--- config.mk ---
export PLATFORM = sky130hd
export DESIGN_NAME = ex_muldiv_unit
export DESIGN_NICKNAME = d
export VERILOG_FILES = /design/src/rtl/ex_muldiv_unit.sv
export SDC_FILE = /design/constraint.sdc
export NUM_CORES = 1
export LEC_CHECK = 0
export CORE_UTILIZATION = 64
export DETAILED_ROUTE_END_ITERATION = 12
export PLACE_DENSITY_LB_ADDON = 0.08
export SYNTH_ARGS = -nofsm -noshare
export SYNTH_HDL_FRONTEND = slang
export SYNTH_SLANG_ARGS = --single-unit
--- constraint.sdc ---
create_clock -name clk_i -period 9.6 [get_ports clk_i]
set_clock_uncertainty 0.05 [all_clocks]
set_input_delay 1.92 -clock clk_i [delete_from_list [all_inputs] [get_ports clk_i]]
set_output_delay 1.92 -clock clk_i [all_outputs]
set_load 0.02 [all_outputs]
--- src/rtl/ex_muldiv_unit.sv ---
// Iterative RV32M multiply/divide unit for the EX stage: one shift-add or restoring-subtract step per cycle.
// Optional MULDIV_EARLY_OUT_EN: divide-by-zero, DIV/REM overflow and MUL* with a zero operand finish without iterating.
module ex_muldiv_unit #(
  parameter int XLEN  = 32,
  parameter int CNT_W = 6
) (
  input  logic            clk_i,
  input  logic            rst_i,
  input  logic [XLEN-1:0] inst_i,
  input  logic [XLEN-1:0] Rd1_i,
  input  logic [XLEN-1:0] Rd2_i,
  input  logic            flush_i,
  output logic            stall_o,
  output logic            done_o,
  output logic [XLEN-1:0] result_o
);

  // state | meaning
  // IDLE  | waiting for an M-op in ID/EX
  // BUSY  | iterating, one step per cycle
  // DONE  | result_o valid, ID/EX released
  typedef enum logic [1:0] {IDLE, BUSY, DONE} state_t;

  state_t          state;
  logic [CNT_W-1:0] cnt;
  logic [XLEN-1:0] hi, lo, opnd;
  logic            op_div, op_hi, neg_res, neg_rem, div_zero;

  logic            is_mop, is_div_in, sgn1, sgn2, neg1, neg2;
  logic [2:0]      f3;
  logic [XLEN-1:0] abs1, abs2;
  logic            unused_inst;

  assign is_mop    = (inst_i[6:0] == 7'b0110011) && (inst_i[31:25] == 7'b0000001);
  assign f3        = inst_i[14:12];
  assign is_div_in = f3[2];
  assign sgn1      = f3[2] ? ~f3[0] : (f3 != 3'd3);
  assign sgn2      = f3[2] ? ~f3[0] : ~f3[1];
  assign neg1      = sgn1 & Rd1_i[XLEN-1];
  assign neg2      = sgn2 & Rd2_i[XLEN-1];
  assign abs1      = neg1 ? -Rd1_i : Rd1_i;
  assign abs2      = neg2 ? -Rd2_i : Rd2_i;
  assign unused_inst = ^{inst_i[24:15], inst_i[11:7]};

  // hi/lo hold product high/low for MUL*, remainder/quotient for DIV/REM*
  logic [XLEN:0]   sum, shifted;
  logic [XLEN-1:0] diff, nxt_hi, nxt_lo;
  logic            ge;

  assign sum     = {1'b0, hi} + (lo[0] ? {1'b0, opnd} : {(XLEN+1){1'b0}});
  assign shifted = {hi, lo[XLEN-1]};
  assign ge      = (shifted >= {1'b0, opnd});
  assign diff    = shifted[XLEN-1:0] - opnd;
  assign nxt_hi  = op_div ? (ge ? diff : shifted[XLEN-1:0]) : sum[XLEN:1];
  assign nxt_lo  = op_div ? {lo[XLEN-2:0], ge} : {sum[0], lo[XLEN-1:1]};

  logic [2*XLEN-1:0] prod, prod_s;
  logic [XLEN-1:0]   mul_res, quo, rem, div_res;

  assign prod    = {nxt_hi, nxt_lo};
  assign prod_s  = neg_res ? -prod : prod;
  assign mul_res = op_hi ? prod_s[2*XLEN-1:XLEN] : prod_s[XLEN-1:0];
  // A zero divisor leaves the quotient all ones; it must not be sign-flipped
  assign quo     = div_zero ? {XLEN{1'b1}} : (neg_res ? -nxt_lo : nxt_lo);
  assign rem     = neg_rem ? -nxt_hi : nxt_hi;
  assign div_res = op_hi ? rem : quo;

  logic            early_hit;
  logic [XLEN-1:0] early_res;

`ifdef MULDIV_EARLY_OUT_EN
  logic div_by_zero_in, div_ovf_in;
  assign div_by_zero_in = (Rd2_i == '0);
  assign div_ovf_in     = ~f3[0] && (Rd1_i == {1'b1, {(XLEN-1){1'b0}}}) && (Rd2_i == {XLEN{1'b1}});
  assign early_hit = is_div_in ? (div_by_zero_in || div_ovf_in) : ((Rd1_i == '0) || (Rd2_i == '0));
  always_comb begin
    early_res = '0;
    if (is_div_in) begin
      if (div_by_zero_in) early_res = f3[1] ? Rd1_i : {XLEN{1'b1}};
      else                early_res = f3[1] ? '0 : Rd1_i;
    end
  end
`else
  assign early_hit = 1'b0;
  assign early_res = '0;
`endif

  assign stall_o = ((state == IDLE) && is_mop) || (state == BUSY);

  always_ff @(posedge clk_i or negedge rst_i) begin
    if (!rst_i) begin
      state    <= IDLE;
      cnt      <= '0;
      hi       <= '0;
      lo       <= '0;
      opnd     <= '0;
      op_div   <= 1'b0;
      op_hi    <= 1'b0;
      neg_res  <= 1'b0;
      neg_rem  <= 1'b0;
      div_zero <= 1'b0;
      done_o   <= 1'b0;
      result_o <= '0;
    end else if (flush_i) begin
      state  <= IDLE;
      cnt    <= '0;
      done_o <= 1'b0;
    end else begin
      case (state)
        IDLE: begin
          done_o <= 1'b0;
          if (is_mop) begin
            if (early_hit) begin
              state    <= DONE;
              done_o   <= 1'b1;
              result_o <= early_res;
            end else begin
              state    <= BUSY;
              cnt      <= '0;
              op_div   <= is_div_in;
              op_hi    <= is_div_in ? f3[1] : (f3 != 3'd0);
              neg_res  <= neg1 ^ neg2;
              neg_rem  <= neg1;
              div_zero <= is_div_in && (Rd2_i == '0);
              hi       <= '0;
              lo       <= is_div_in ? abs1 : abs2;
              opnd     <= is_div_in ? abs2 : abs1;
            end
          end
        end
        BUSY: begin
          hi  <= nxt_hi;
          lo  <= nxt_lo;
          cnt <= cnt + CNT_W'(1);
          if (cnt == CNT_W'(XLEN-1)) begin
            state    <= DONE;
            done_o   <= 1'b1;
            result_o <= op_div ? div_res : mul_res;
          end
        end
        DONE: begin
          done_o <= 1'b0;
          state  <= IDLE;
        end
        default: begin
          state  <= IDLE;
          done_o <= 1'b0;
        end
      endcase
    end
  end

endmodule

==> results_dict.tcl <==
set metrics [dict create \
    core_area_mm2 0.0236 \
    worst_pin_slew_ns 1.26 \
    synth_flop_cell "dfrtp_1" \
    nNetsFinal 2293 \
    critPathKind "flop to flop" \
    num_rows 56 \
    via_per_inst 6.96 \
    grt_pass1_vias 15701 \
    portBuffers 117 \
    finalCritPeriodShare_pct 68.5 \
    finalSetupTns_ns 0 \
    gp_congestion 1.03 \
    start_util_pct 65.8 \
    cap_viol_max_count 0 \
    top_level_ports 133 \
    mostFrequentLayoutCell "nand2_1" \
    clock_path_buffers 2 \
    fill_cells 1806 \
    critPathMaxStageDelay_ns 0.82 \
    crit_chain "inv_1 > ha_1 > a21oi_1 > o21ai_1 > a22oi_1 > and4_1 > a21oi_2 > a21oi_1 > ha_1 > o2111ai_1 > or3_1 > or3_1 > nor2_1 > nand4_1 > o21ai_1 > xor2_1 > a211oi_1 > a211o_1" \
    register_area_mm2 0.00356 \
    cts_resized 0 \
    setup.worst_path.start_class "flop" \
    synth_edf_count 0 \
    synth-async-reset-ratio_pct 100 \
    antenna_found_initial 3 \
    cts_tree "built" \
    final_cell_count_no_fill 2456 \
    netlist_area_mm2 0.0155 \
    ir_drop_mv 0.103 \
    grt_usage_pct 46.4 \
    drt_wl_total_um 57200 \
    cts.sinks 142 \
    hold_class "flop to flop" \
    rsz0062_at_grt "no" \
    layout_common_cells "nand2_1, nor2_1, o21ai_0" \
    whs_path_depth 1 \
    grt.overflow.total 0 \
    place_hpwl_um 43100 \
    hold_violations 0 \
    clk_pin_slew_ns 0.08 \
    drive_gt1_share_pct 6.23 \
    vias 17097 \
    synth_seq_cells 142 \
    synth.net_count 2253 \
    dieArea_mm2 0.0249 \
    leakage_nw 7.52 \
    slowest_stage "and4_1" \
    syn_to_final_growth_pct 12.0 \
    crit_arrival_ns 6.86 \
    period_needed_ns 6.58 \
    die_w_um 158 \
    grt_pass1_wl_um 87400 \
    drc 0 \
    hold_buffers 0 \
    first_pass_iters 6 \
    final_max_slew_viol_count 0 \
    reg2reg_depth 18 \
    ys_warn_count 0 \
    dp_cells 2423 \
    syn_area_per_cell_um2 7.46 \
    yosysSeqAreaShare_pct 22.9 \
    ant_nets 0 \
    power_density_mw_per_mm2 90.8 \
    dieHeight_um 158 \
    max_freq_mhz 152 \
    worstSkewPairLatency_ns 0.45 \
    run_status "finished, final reports clean" \
    wire_per_inst_um 23.3 \
    worstPathRequired_ns 9.88 \
    multi_input_area_mm2 0.0113 \
    grt_max_degree 112 \
    h-tree-depth 4 \
    netlist_instances 2083 \
    cts_root_buf "clkbuf_16" \
    crit_path_max_fanout 15 \
    numCtsBuffers 17 \
    synth_cell_type_count 102 \
    relSlewSlack_pct 15.3 \
    cts_setup_buffers 0 \
    drt_iter0_markers 2393 \
    end_kind "flop" \
    setup_violations 0 \
]
## synth_stat cells (36+ instances only)
| master | instances | area (um2) |
|---|---|---|
| a21o_1 | 36 | 270 |
| inv_1 | 63 | 236 |
| nand2_1 | 266 | 998 |
| xnor2_1 | 84 | 736 |
| a21oi_1 | 179 | 896 |
| ha_1 | 69 | 863 |
| o21ai_0 | 200 | 1000 |
| clkbuf_1 | 82 | 308 |
| dfrtp_1 | 142 | 3550 |
| mux2i_1 | 52 | 521 |
| nor2_1 | 224 | 841 |
| nor3_1 | 67 | 335 |
| xor2_1 | 84 | 736 |
## where the power goes
part	total, mW	switching (mW)	leakage (nW)	internal, mW
Combinational	0.243	0.148	5.28	0.0952
Sequential	0.606	0.00466	1.93	0.601
Clock	0.730	0.332	0.302	0.398
Total	1.58	0.484	7.52	1.09
## through the flow
step / utilization (%) / setup WS (ns) / hold slack, ns / area [um2] / total power [mW]
6_report: 73.7 / 3.02 / 0.429 / 17400 / 1.58
5_1_grt: 73.7 / 2.77 / 0.444 / 17400 / 1.62
4_1_cts: 73.7 / 3.30 / 0.433 / 17400 / 1.56
3_5_place_dp: 71.0 / 3.33 / 0.417 / 16800 / 0.849
3_3_place_gp: 71.0 / 3.47 / 0.411 / 16800 / 0.843
2_1_floorplan: - / 4.58 / 0.400 / 15500 / 0.746
## logic make-up (layout without fill, tap and decap cells)
| logic type | Yosys count | count (layout) | share of synthesized area [%] |
|---|---|---|---|
| simple gates | 763 | 763 | 23.3 |
| buf+inv | 176 | 229 | 4.62 |
| mux | 67 | 67 | 4.44 |
| compound gates | 696 | 696 | 29.5 |
| fa+ha+maj | 71 | 71 | 5.81 |
| xor+xnor | 168 | 168 | 9.47 |
| other cells | 0 | 1 | 0 |
| flops | 142 | 142 | 22.9 |
## layer usage
layer,track usage [%],vias to the layer above,share of wire [%]
met5,0,-,0.047
met2,69.4,1243,42
met4,29.4,4,6.9
met1,59.1,7908,38
met3,12.3,259,12
li1,-,7683,-
## sequential cells by signal, summed over array words and instances (netlist names)
register and flops:
state 2, neg_res 1, opnd 32, done_o 1
op_hi 1, neg_rem 1, cnt 6, div_zero 1
hi 32, op_div 1, result_o 32, lo 32
## final timing paths
path	from	to	slack, ns
max in group asynchronous	rst_i	op_div	6.64
worst min register to register	result_o[3]	result_o[3]	0.43
worst max register to register	opnd[22]	result_o[26]	3.02
worst max-delay path	opnd[22]	result_o[26]	3.02
worst min-delay path	result_o[3]	result_o[3]	0.43
min in group asynchronous	rst_i	hi[15]	1.43
## worst max-delay path, delay by kind of cell, from the launching register on
kind	cells	cell delay [ns]
flip-flops	1	0.40
XOR/XNOR	1	0.16
buffers and inverters	1	0.20
adder cells (fa/ha/maj)	2	0.63
AO/OA/AOI/OAI	9	2.22
AND/OR/NAND/NOR	5	2.81
## cell type report
class	count	area share (%)
Sequential cell	142	20.4
Timing Repair Buffer	134	7.46
Tap cell	319	2.29
Multi-Input combinational cell	1765	64.8
Antenna cell	1	0.0144
Clock buffer	17	2.45
Clock inverter	15	1.14
Inverter	63	1.36
(Power assumes the default switching activity.)
